--- src/rtl/fm_mult_scheduler.sv ---
// Time-shares one signed sequential multiplier across the pilot, subcarrier and FM-gain
// products of the stereo modulator. Define FM_PILOT_EN to include the 19 kHz pilot product.
module fm_mult_scheduler #(
  parameter int TIMEOUT = 64
) (
  input  logic        clock,
  input  logic        reset,
  input  logic        clken_192,
  input  logic [17:0] LI_LEFT,
  input  logic [17:0] LI_RIGHT,
  input  logic [7:0]  sine_19,
  input  logic [7:0]  sine_38,
  input  logic [3:0]  Kp,
  input  logic [7:0]  Kf,
  output logic        mul_start,
  output logic [19:0] mul_a,
  output logic [8:0]  mul_b,
  input  logic        mul_ready,
  input  logic [28:0] mul_r,
  output logic [23:0] FMout,
  output logic        ready_block_192,
  output logic        busy,
  output logic        overrun,
  output logic        timeout_err
);

  typedef enum logic [3:0] {
    IDLE   = 4'd0,
    PIL_ST = 4'd1,
    PIL_WT = 4'd2,
    SUB_ST = 4'd3,
    SUB_WT = 4'd4,
    SUM    = 4'd5,
    FM_ST  = 4'd6,
    FM_WT  = 4'd7,
    DONE   = 4'd8
  } state_t;

`ifdef FM_PILOT_EN
  localparam state_t FIRST_ST = PIL_ST;
`else
  localparam state_t FIRST_ST = SUB_ST;
`endif

  localparam int CW = $clog2(TIMEOUT + 1);

  state_t          state_r;
  state_t          next_state_s;
  logic [CW-1:0]   wait_cnt_r;
  logic [17:0]     left_r;
  logic [17:0]     right_r;
  logic [7:0]      s38_r;
  logic [7:0]      kf_r;
  logic [17:0]     pilot_s_r;
  logic [18:0]     sub_s_r;
  logic [19:0]     sum_s;
  logic [19:0]     op_a_s;
  logic [8:0]      op_b_s;
  logic            in_wt_s;
  logic            got_s;
  logic            tmo_s;
  logic [17:0]     sub_src_a_s;
  logic [7:0]      sub_src_b_s;

  assign in_wt_s = (state_r == PIL_WT) || (state_r == SUB_WT) || (state_r == FM_WT);
  // The first wait cycle never captures: the multiplier cannot have finished yet.
  assign got_s   = in_wt_s && (wait_cnt_r != '0) && mul_ready;
  assign tmo_s   = in_wt_s && !got_s && (wait_cnt_r == CW'(TIMEOUT - 1));

  assign sum_s = {{2{left_r[17]}}, left_r}
               + {{2{pilot_s_r[17]}}, pilot_s_r}
               + {sub_s_r[18], sub_s_r};

  // Entering SUB_ST straight from IDLE means the shadow registers are not loaded yet.
  assign sub_src_a_s = (state_r == IDLE) ? LI_RIGHT : right_r;
  assign sub_src_b_s = (state_r == IDLE) ? sine_38  : s38_r;

  // State register.
  always_ff @(posedge clock) begin
    if (reset) begin
      state_r <= IDLE;
    end else begin
      state_r <= next_state_s;
    end
  end

  // Next-state decode.
  always_comb begin
    next_state_s = state_r;
    case (state_r)
      IDLE:    if (clken_192) next_state_s = FIRST_ST; else next_state_s = IDLE;
      PIL_ST:  next_state_s = PIL_WT;
      PIL_WT:  if (got_s) next_state_s = SUB_ST; else if (tmo_s) next_state_s = IDLE; else next_state_s = PIL_WT;
      SUB_ST:  next_state_s = SUB_WT;
      SUB_WT:  if (got_s) next_state_s = SUM; else if (tmo_s) next_state_s = IDLE; else next_state_s = SUB_WT;
      SUM:     next_state_s = FM_ST;
      FM_ST:   next_state_s = FM_WT;
      FM_WT:   if (got_s) next_state_s = DONE; else if (tmo_s) next_state_s = IDLE; else next_state_s = FM_WT;
      DONE:    next_state_s = IDLE;
      default: next_state_s = IDLE;
    endcase
  end

  // Operand selection: loaded on entry to a start state, held through its wait state.
  always_comb begin
    op_a_s = 20'd0;
    op_b_s = 9'd0;
    case (next_state_s)
      PIL_ST: begin
        op_a_s = {{12{sine_19[7]}}, sine_19};
        op_b_s = {5'd0, Kp};
      end
      SUB_ST: begin
        op_a_s = {{2{sub_src_a_s[17]}}, sub_src_a_s};
        op_b_s = {sub_src_b_s[7], sub_src_b_s};
      end
      FM_ST: begin
        op_a_s = sum_s;
        op_b_s = {1'b0, kf_r};
      end
      PIL_WT, SUB_WT, FM_WT: begin
        op_a_s = mul_a;
        op_b_s = mul_b;
      end
      default: begin
        op_a_s = 20'd0;
        op_b_s = 9'd0;
      end
    endcase
  end

  // Datapath, counters and registered outputs.
  always_ff @(posedge clock) begin
    if (reset) begin
      wait_cnt_r      <= '0;
      left_r          <= 18'd0;
      right_r         <= 18'd0;
      s38_r           <= 8'd0;
      kf_r            <= 8'd0;
      pilot_s_r       <= 18'd0;
      sub_s_r         <= 19'd0;
      mul_start       <= 1'b0;
      mul_a           <= 20'd0;
      mul_b           <= 9'd0;
      FMout           <= 24'd0;
      ready_block_192 <= 1'b0;
      busy            <= 1'b0;
      overrun         <= 1'b0;
      timeout_err     <= 1'b0;
    end else begin
      mul_start <= (next_state_s == PIL_ST) || (next_state_s == SUB_ST) || (next_state_s == FM_ST);
      mul_a     <= op_a_s;
      mul_b     <= op_b_s;
      busy      <= (next_state_s != IDLE);
      if (in_wt_s && (next_state_s == state_r)) begin
        wait_cnt_r <= wait_cnt_r + CW'(1);
      end else begin
        wait_cnt_r <= '0;
      end
      if ((state_r == IDLE) && clken_192) begin
        left_r  <= LI_LEFT;
        right_r <= LI_RIGHT;
        s38_r   <= sine_38;
        kf_r    <= Kf;
      end
      if (clken_192 && (state_r != IDLE)) begin
        overrun <= 1'b1;
      end
      if (tmo_s) begin
        timeout_err <= 1'b1;
      end
      if (got_s && (state_r == PIL_WT)) begin
        pilot_s_r <= {mul_r[12:0], 5'd0};
      end
      if (got_s && (state_r == SUB_WT)) begin
        sub_s_r <= mul_r[25:7];
      end
      if (got_s && (state_r == FM_WT)) begin
        FMout <= mul_r[28:5];
      end
      ready_block_192 <= got_s && (state_r == FM_WT);
    end
  end

endmodule

--- config.mk ---
export PLATFORM = sky130hd
export DESIGN_NAME = fm_mult_scheduler
export DESIGN_NICKNAME = d
export VERILOG_FILES = /design/src/rtl/fm_mult_scheduler.sv
export SDC_FILE = /design/constraint.sdc
export NUM_CORES = 1
export LEC_CHECK = 0
export ABC_AREA = 0
export BUFFER_PORTS_ARGS = -buffer_cell sky130_fd_sc_hd__buf_2
export CORE_MARGIN = 3
export CORE_UTILIZATION = 55
export DETAILED_ROUTE_END_ITERATION = 10
export PLACE_DENSITY = 0.8
export SYNTH_ARGS = -nofsm -noshare
export SYNTH_HDL_FRONTEND = slang
export SYNTH_SLANG_ARGS = --single-unit
--- constraint.sdc ---
create_clock -name clock -period 3.4 [get_ports clock]
set_clock_uncertainty 0.2 [all_clocks]
set_input_delay 1.02 -clock clock [delete_from_list [all_inputs] [get_ports clock]]
set_output_delay 1.02 -clock clock [all_outputs]
set_load 0.05 [all_outputs]
==> metrics.txt, run 1 <==
Antenna Nets Post-Route=0; Rows=41; ant diodes=0; Via density=5.64; Setup Crit Path Kind=flop to flop; Tightest Pin Transition=892 ps; relative slew slack=40.5%; max cap viols=0; register area share after synthesis=41.7%; Synth Instances=912; Reg area=3060 µm²; Top Metal Used=met4; Detailed Place HPWL=13300 µm; Vias=6848; WL final=19400 µm; fraction of registers with async set/reset=0%; die boundary height=122 µm; most common cell after layout, fill and taps aside=nand2_1; unrepaired setup endpoints after global routing=false; drt first pass iters=8; outcome=finished, final reports clean; DR WL/cell=15.9 µm; Clk pin slew, worst setup/hold paths=60 ps; htree depth=4; DIE AREA=14800 µm²; # clock sinks=153; synth unique cells=70; core area=12800 µm²; CTS tree=built; Hold Crit Class=flop to flop; Met3 Wirelength=1180 µm; Area Growth Syn to Fin=20.1%; Starting Density=57.2%; highest clock rate=0.316 GHz; Net count, final=1168; cts bufs inserted=17; Fin Setup TNS=0 ps; Cell Count Post-Placement=1184; Crit. End Element=flop; syn_area_per_cell=8.05 µm²; GRT Util Overall=26.2%; min cycle time layout=3160 ps; Post-synth EDFFs=0; critical path arrival=3290 ps; pins over their slew limit=0; Max VDD drop=0.000409 V; most frequent cells in the layout=nand2_1, a21oi_1, dfxtp_1; initial antenna violation count=0; clk_lat worst skew=420 ps; Worst setup SP type=flop; fill cell count=1080; layout cells sized above 1=20.8%; Critical Path RT=3530 ps; pin count of the biggest net entering global routing=88; routability cong.=0.879; final routed DRC violation total=0; I/O Pins=155; fin crit share=93.0%; die width=122 µm; multi-input logic area=3970 µm²; Netlist Area Pre-Place=7340 µm²; final setup fails=0; wl on met1=8270 µm; routed length on met2=9580 µm; first-pass GRT wire length=31000 µm; grt ovf=0; Synth Warn #=0; Most used DFF post-synth=dfxtp_1; crit-path max FO=4; final hold vios=0; First DRT Iteration DRCs=561; Seq cells post-synth=153; Root Driver=clkbuf_16; Non-Filler Instances=1215; net count after synthesis=1049; Bufs on Longest Clock Path=2; I/O Buffers=142; leak pwr=3.67 nW; PD cells=552 nW/µm²; vias in the first global route=6431
Yosys cell counts, drive strengths merged, types with 13 or more instances:
master	count	area share (%)
buf	22	1.7
inv	15	0.77
nand3	29	2.4
dfxtp	153	42
nand2	251	13
a31oi	18	1.6
fa	15	4.1
mux2i	18	2.5
clkbuf	39	2.0
ha	25	4.3
o21ai	13	0.89
nor3	14	0.95
nor2	36	1.8
a21oi	168	12
sequential cells by signal, indices dropped and copies added (netlist names):
signal           flops
right_r             18
kf_r                 8
mul_start            1
FMout               24
pilot_s_r           13
mul_b                9
sub_s_r             19
busy                 1
mul_a               20
overrun              1
s38_r                8
wait_cnt_r           7
ready_block_192      1
state_r              4
timeout_err          1
left_r              18
where the power goes:
part	internal (mW)	switching, mW	total (mW)
clock	1.26	0.752	2.02
sequential	1.90	0.0797	1.98
combinational	0.277	0.592	0.868
worst max-delay path: stages, from the launching register on:
cell,delay (ps)
dfxtp_1,370
ha_1,260
ha_1,240
fa_1,430
a211oi_1,400
o21ai_0,280
nand3_1,180
o221ai_1,180
a211o_1,310
o21ai_0,220
stage by stage:
stage	total power, mW	hold WS, ps	area [µm²]	worst slack, ps	util (%)
final	4.86	252	8810	238	68.7
after global routing	5.06	272	8810	38.4	68.7
after CTS	4.87	253	8810	204	68.7
after detailed placement	2.87	245	8180	319	63.8
after global placement	2.86	239	8180	288	63.8
after floorplan	2.63	236	7340	586	-
worst paths after layout:
check	depth (start not counted)	to	start	slack, ps
worst max-delay path	9	mul_a[17]$_SDFFE_PP0N_	sub_s_r[1]$_SDFFE_PP0P_	240
worst min-delay path	2	FMout[5]$_SDFFE_PP0P_	FMout[5]$_SDFFE_PP0P_	250
worst max register to register	9	mul_a[17]$_SDFFE_PP0N_	sub_s_r[1]$_SDFFE_PP0P_	240
worst min register to register	2	FMout[5]$_SDFFE_PP0P_	FMout[5]$_SDFFE_PP0P_	250
cell families after synthesis:
kind of cell | Yosys count | synth area share [%]
and+or+nand+nor | 366 | 21.7
AOI/OAI and AO/OA | 246 | 19.7
DFF | 153 | 41.7
buffers and inverters | 76 | 4.47
adders and majority gates | 40 | 8.35
muxes | 18 | 2.46
xor gates and xnor gates | 13 | 1.55
cell type report:
| class | instances | area share [%] |
|---|---|---|
| Clock buffer | 20 | 5.18 |
| Clock inverter | 11 | 1.92 |
| Inverter | 15 | 0.639 |
| Multi-Input combinational cell | 683 | 45.1 |
| Sequential cell | 153 | 34.8 |
| Tap cell | 172 | 2.44 |
| Timing Repair Buffer | 161 | 10.0 |
per-layer routing:
layer  global-route usage, %  vias to the layer above
met4                    8.96                        0
met1                    33.9                     3222
li1                        -                     3379
met5                       0                        -
met3                    6.01                       29
met2                    43.5                      218
what timing repair did:
item,4_1_cts,5_1_grt
gates resized for setup,0,1
buffers inserted,0,0
setup endpoints to repair,0,1
hold buffers,0,0
Note: power is estimated with default switching activity, not from simulation.
==> inputs of run 2 (changes only) <==
Settings changed: CORE_ASPECT_RATIO from default to 0.5.
==> run 2 against run 1 <==
Worst hold slack worse by 0.58 ps. First-iteration DRC count up 0.18%. Register-to-register slack better by 40 ps. Final cell count down 0.16%.
==> metrics.txt, run 2 (synthesis gave the netlist of run 1 again) <==
DIE AREA=14800 µm² (+0.57%); relative slew slack=40.3% (-0.25 points); Fin Setup TNS=0 ps (unchanged); Crit. End Element=flop; max FFs per register=24 (unchanged); Net count, final=1167 (-0.086%); Area Growth Syn to Fin=18.9%; multi-input logic area=3970 µm² (unchanged); Crit-path slowest cell=a2111oi_1; crit-path max FO=6 (+2); first-pass GRT wire length=31300 µm (+0.95%); pins over their slew limit=0 (unchanged); Root Driver=clkbuf_16; setup ws final=278 ps (+40.0 ps); Via density=5.68 (+0.69%); cts bufs inserted=17 (unchanged); GRT Util Overall=26.2% (-0.051 points); # hold bufs at CTS=0 (unchanged); Detailed Place HPWL=13300 µm (+0.49%); Setup Buffers After CTS=0 (unchanged); unrepaired setup endpoints after global routing=false; min cycle time layout=3120 ps (-40.0 ps); I/O Pins=155 (unchanged); # clock sinks=153 (unchanged); CP Cell Sequence=fa_1, ha_1, a2111oi_1, o21ai_0, nand3_1, o221ai_1, a211o_1, o21ai_0; htree depth=4 (unchanged); Antenna Nets Post-Route=0 (unchanged); worst flop-to-flop path startpoint=pilot_s_r[7]$_SDFFE_PP0P_; fill cell count=1088 (+0.74%); Rows=29 (-29%); Crit. Startpoint=pilot_s_r[7]$_SDFFE_PP0P_; most used cell, CP=o21ai_0; core area=12800 µm² (+0.16%); CTS tree=built; biggest registers after layout=FMout x24, mul_a x20, sub_s_r x19; highest clock rate=0.320 GHz (+1.3%); CP bufs+invs=0 (unchanged); Setup Crit Path Kind=flop to flop; die width=169 µm (+39%); PD cells=537 nW/µm² (-2.6%); final hold vios=0 (unchanged); grt ovf=0 (unchanged); DR WL/cell=16.2 µm (+1.5%); vias in the first global route=6363 (-1.1%); leak pwr=3.61 nW (-1.6%); Tightest Pin Transition=896 ps (+3.80 ps); Max VDD drop=0.000231 V (-44%); WL final=19600 µm (+1.3%); Starting Density=57.1% (-0.089 points); initial antenna violation count=0 (unchanged); final setup fails=0 (unchanged); Worst setup SP type=flop; clk_lat worst skew=420 ps (about the same); final routed DRC violation total=0 (unchanged); worst slack, placed=284 ps (-34.5 ps); outcome=finished, final reports clean; Hold Crit Class=flop to flop; Clk pin slew, worst setup/hold paths=60 ps (about the same); max incr delay on CP=510 ps (+80 ps); Vias=6884 (+0.53%); register name with the most flops=FMout; most frequent cells in the layout=nand2_1, a21oi_1, dfxtp_1; Reg area=3060 µm² (unchanged); hold_sp=FMout[7]$_SDFFE_PP0P_; pin count of the biggest net entering global routing=84 (-4.5%); routability cong.=0.869 (-1.1%); First DRT Iteration DRCs=562 (+0.18%); drt first pass iters=5 (-3); Critical Path RT=3550 ps (+20 ps); max cap viols=0 (unchanged); CP top delay family=compound AO/OA/AOI/OAI gates; critical path arrival=3270 ps (-20 ps); die boundary height=87.7 µm (-28%); fin crit share=91.8% (-1.2 points); layout cells sized above 1=20.7% (-0.096 points); Bufs on Longest Clock Path=2 (unchanged); most common cell after layout, fill and taps aside=nand2_1; I/O Buffers=142 (unchanged); ant diodes=0 (unchanged)
## run 2: cell count changes in the layout (fill, tap and decap cells not counted)
cell	delta
clkinvlp_4	+4
bufinv_16	-3
clkinv_2	-3
inv_6	+3
buf_12	-2
buf_4	+1
clkbuf_1	+1
clkinv_4	-1
## run 2: repair_timing
item | in CTS | in global routing
resized for setup | 0 | 1
endpoints found under the hold margin | 0 | 0
endpoints found under the setup margin | 0 | 2
## run 2: routing by layer
| metal | up-vias | part of all wire (%) | global-route usage (%) |
|---|---|---|---|
| met1 | 3241 | 45 | 35.6 |
| met2 | 250 | 46 | 42.5 |
| met4 | 0 | 1.5 | 8.01 |
| met3 | 27 | 7.4 | 5.59 |
| met5 | - | 0 | 0 |
| li1 | 3366 | - | - |
## run 2: final timing paths
kind	end	slack, ps	cells past startpoint
hold / removal	FMout[7]$_SDFFE_PP0P_	250	2
setup reg to reg	mul_a[17]$_SDFFE_PP0N_	280	8
hold reg to reg	FMout[7]$_SDFFE_PP0P_	250	2
setup / recovery	mul_a[17]$_SDFFE_PP0N_	280	8
## run 2: per-stage QoR
stage | hold WS, ps | total power, mW | utilization, % | std cells | instance area [µm²]
after floorplan | 236 | 2.63 | - | 912 | 7340
after global placement | 238 | 2.85 | 63.4 | 1181 | 8150
after detailed placement | 243 | 2.86 | 63.4 | 1181 | 8150
after CTS | 252 | 4.70 | 67.9 | 1213 | 8720
after global routing | 267 | 4.89 | 67.9 | 1213 | 8720
final | 251 | 4.69 | 67.9 | 1213 | 8720
## run 2: layout make-up
| cell class | count | area share [%] |
|---|---|---|
| clock inverters | 11 | 1.28 |
| repair buffers | 160 | 9.73 |
| flip-flops and latches | 153 | 35.1 |
| multi-input cells | 683 | 45.5 |
| well taps | 170 | 2.44 |
| clock buffers | 21 | 5.28 |
| inverters | 15 | 0.646 |
## run 2: where the power goes
part | switching, mW | internal, mW
Sequential | 0.0805 | 1.90
Clock | 0.790 | 1.06
Combinational | 0.595 | 0.267
## run 2: tightest hold or removal path, stage by stage (launching register included)
cell	delay, ps
dfxtp_1	300
nand2_1	50
a21oi_1	50
==> inputs of run 3 (changes only) <==
Settings changed: CORE_MARGIN 3 to 2.
==> run 3 against run 2 <==
The run now ends with DRC left. Maximum frequency down 1.4%. Worst setup slack worse by 45 ps. Clock-buffer cell count is 1 lower. Combinational power grew 1%. Register-to-register slack lost 50 ps. Sequential cell count unchanged. Total power is 6.0% higher. Utilization rose by 0.76 points. Die area shrank 3.4%. Clock power rose by 15%. Critical path type unchanged.
==> metrics.txt, run 3 (synthesis gave the netlist of run 1 again) <==
outcome=finished, violations left; failing checks=DRC; Starting Density=57.1% (unchanged); # hold bufs at CTS=0 (unchanged); min cycle time layout=3170 ps (+45.2 ps); DIE AREA=14300 µm² (-3.4%); fin crit share=93.2% (+1.3 points); fill cell count=1069 (-1.7%); crit-path max FO=6 (unchanged); core area=12800 µm² (unchanged); Tightest Pin Transition=859 ps (-36.7 ps); final routed DRC violation total=7 (+7); WL final=19900 µm (+1.5%); grt ovf=0 (unchanged); biggest registers after layout=FMout x24, mul_a x20, sub_s_r x19; FF-to-FF path depth=8 (unchanged); register name with the most flops=FMout; CTS-repair resized insts=0 (unchanged); Worst Hold Depth=2 (unchanged); Critical Path RT=3540 ps (about the same); cts bufs inserted=17 (unchanged); placed cell area=8160 µm² (+0.15%); Reg area=3060 µm² (unchanged); most frequent cells in the layout=nand2_1, a21oi_1, dfxtp_1; first-pass GRT wire length=32200 µm (+2.6%); final core occ=68.7% (+0.76 points); initial antenna violation count=0 (unchanged); reg2reg end=mul_a[17]$_SDFFE_PP0N_; relative slew slack=42.7% (+2.4 points); Setup Buffers After CTS=0 (unchanged); Area Growth Syn to Fin=20.2%; Worst setup SP type=flop; Non-Filler Instances=1213 (unchanged); Hold Crit Class=flop to flop; most common cell after layout, fill and taps aside=nand2_1; drt first pass iters=8 (+3); Rows=29 (unchanged); ant diodes=0 (unchanged); final setup fails=0 (unchanged); unrepaired setup endpoints after global routing=false; Bufs on Longest Clock Path=2 (unchanged); Clk pin slew, worst setup/hold paths=60 ps (about the same); leak pwr=3.67 nW (+1.7%); Max VDD drop=0.000304 V (+32%); Root Driver=clkbuf_16; CTS tree=built; hold_sp=FMout[14]$_SDFFE_PP0P_; Vias=6954 (+1.0%); DR WL/cell=16.4 µm (+1.5%); Crit. End Element=flop; Detailed Place HPWL=13700 µm (+2.5%); pins over their slew limit=0 (unchanged); # clock sinks=153 (unchanged); htree depth=4 (unchanged); layout cells sized above 1=20.7% (unchanged); Setup Crit Path Kind=flop to flop; reg2reg setup slack=230 ps (-50 ps); pin count of the biggest net entering global routing=102 (+21%); critical path arrival=3310 ps (+40 ps); Net count, final=1167 (unchanged); clk_lat worst skew=420 ps (about the same); highest clock rate=0.316 GHz (-1.4%); Via density=5.73 (+1.0%); I/O Pins=155 (unchanged); multi-input logic area=3970 µm² (about the same); WHS Endpoint=FMout[14]$_SDFFE_PP0P_; Antenna Nets Post-Route=0 (unchanged); final hold vios=0 (unchanged); worst flop-to-flop path startpoint=left_r[7]$_SDFFE_PP0P_; die boundary height=85.7 µm (-2.3%); Fin Setup TNS=0 ps (unchanged); PD cells=563 nW/µm² (+4.8%); routability cong.=0.867 (-0.17%); I/O Buffers=142 (unchanged); Cell Count Post-Placement=1181 (unchanged); max cap viols=0 (unchanged); vias in the first global route=6652 (+4.5%); die width=167 µm (-1.2%); First DRT Iteration DRCs=673 (+20%); GRT Util Overall=27.8% (+1.6 points); max FFs per register=24 (unchanged); Finished Cell Area=8820 µm² (+1.1%)
## run 3: cell count changes in the layout (fill, tap and decap cells not counted)
cell	previous run	this run
a2111oi_0	0	1
buf_12	0	1
clkinvlp_4	5	0
clkinv_4	1	3
a2111oi_1	1	0
clkbuf_8	2	1
bufinv_16	1	5
buf_4	19	18
## run 3: area by class of cell
class | instances | share of cell area (%)
multi-input combinational | 683 | 45.0
clock buffer | 20 | 5.06
clock inverter | 12 | 2.40
timing repair buffer | 160 | 9.76
tap | 170 | 2.41
inverter | 15 | 0.638
sequential | 153 | 34.7
## run 3: metal layers
layer  global-route usage (%)  part of all wire (%)
met1                     37.3                    46
met2                     44.4                    45
met3                     6.32                   7.4
met4                     10.7                   2.1
met5                        0                     0
## run 3: where the power goes
part           internal, mW  leakage [nW]  switching, mW  total [mW]
logic                 0.273          2.11          0.599       0.872
clock network          1.34         0.320          0.780        2.12
registers              1.90          1.24         0.0815        1.98
total                  3.51          3.67           1.46        4.97
## run 3: worst max-delay path, stage by stage, from the launching register on
cell and delay (ps):
dfxtp_1 330, fa_1 490, ha_1 400, a2111oi_0 550
o21ai_0 320, nand3_1 200, o221ai_1 180, a211o_1 310
o21ai_0 120
## run 3: worst max-delay path by stage
stage,cells after the start,slack (ps),to,from
6_report,8,230,mul_a[17]$_SDFFE_PP0N_,left_r[7]$_SDFFE_PP0P_
5_1_grt,8,2,mul_a[17]$_SDFFE_PP0N_,left_r[7]$_SDFFE_PP0P_
4_1_cts,8,240,mul_a[17]$_SDFFE_PP0N_,left_r[7]$_SDFFE_PP0P_
3_5_place_dp,8,300,mul_a[17]$_SDFFE_PP0N_,left_r[7]$_SDFFE_PP0P_
3_3_place_gp,8,320,mul_a[17]$_SDFFE_PP0N_,left_r[7]$_SDFFE_PP0P_
2_1_floorplan,8,590,mul_a[17]$_SDFFE_PP0N_,left_r[7]$_SDFFE_PP0P_
## run 3: metrics by stage
step                      hold WS (ps)  total power, mW  setup WS, ps
final                              251             4.97           232
after detailed placement           243             2.87           296
after global routing               273             5.14          2.34
after CTS                          251             4.97           240
after floorplan                    236             2.63           586
after global placement             238             2.85           324
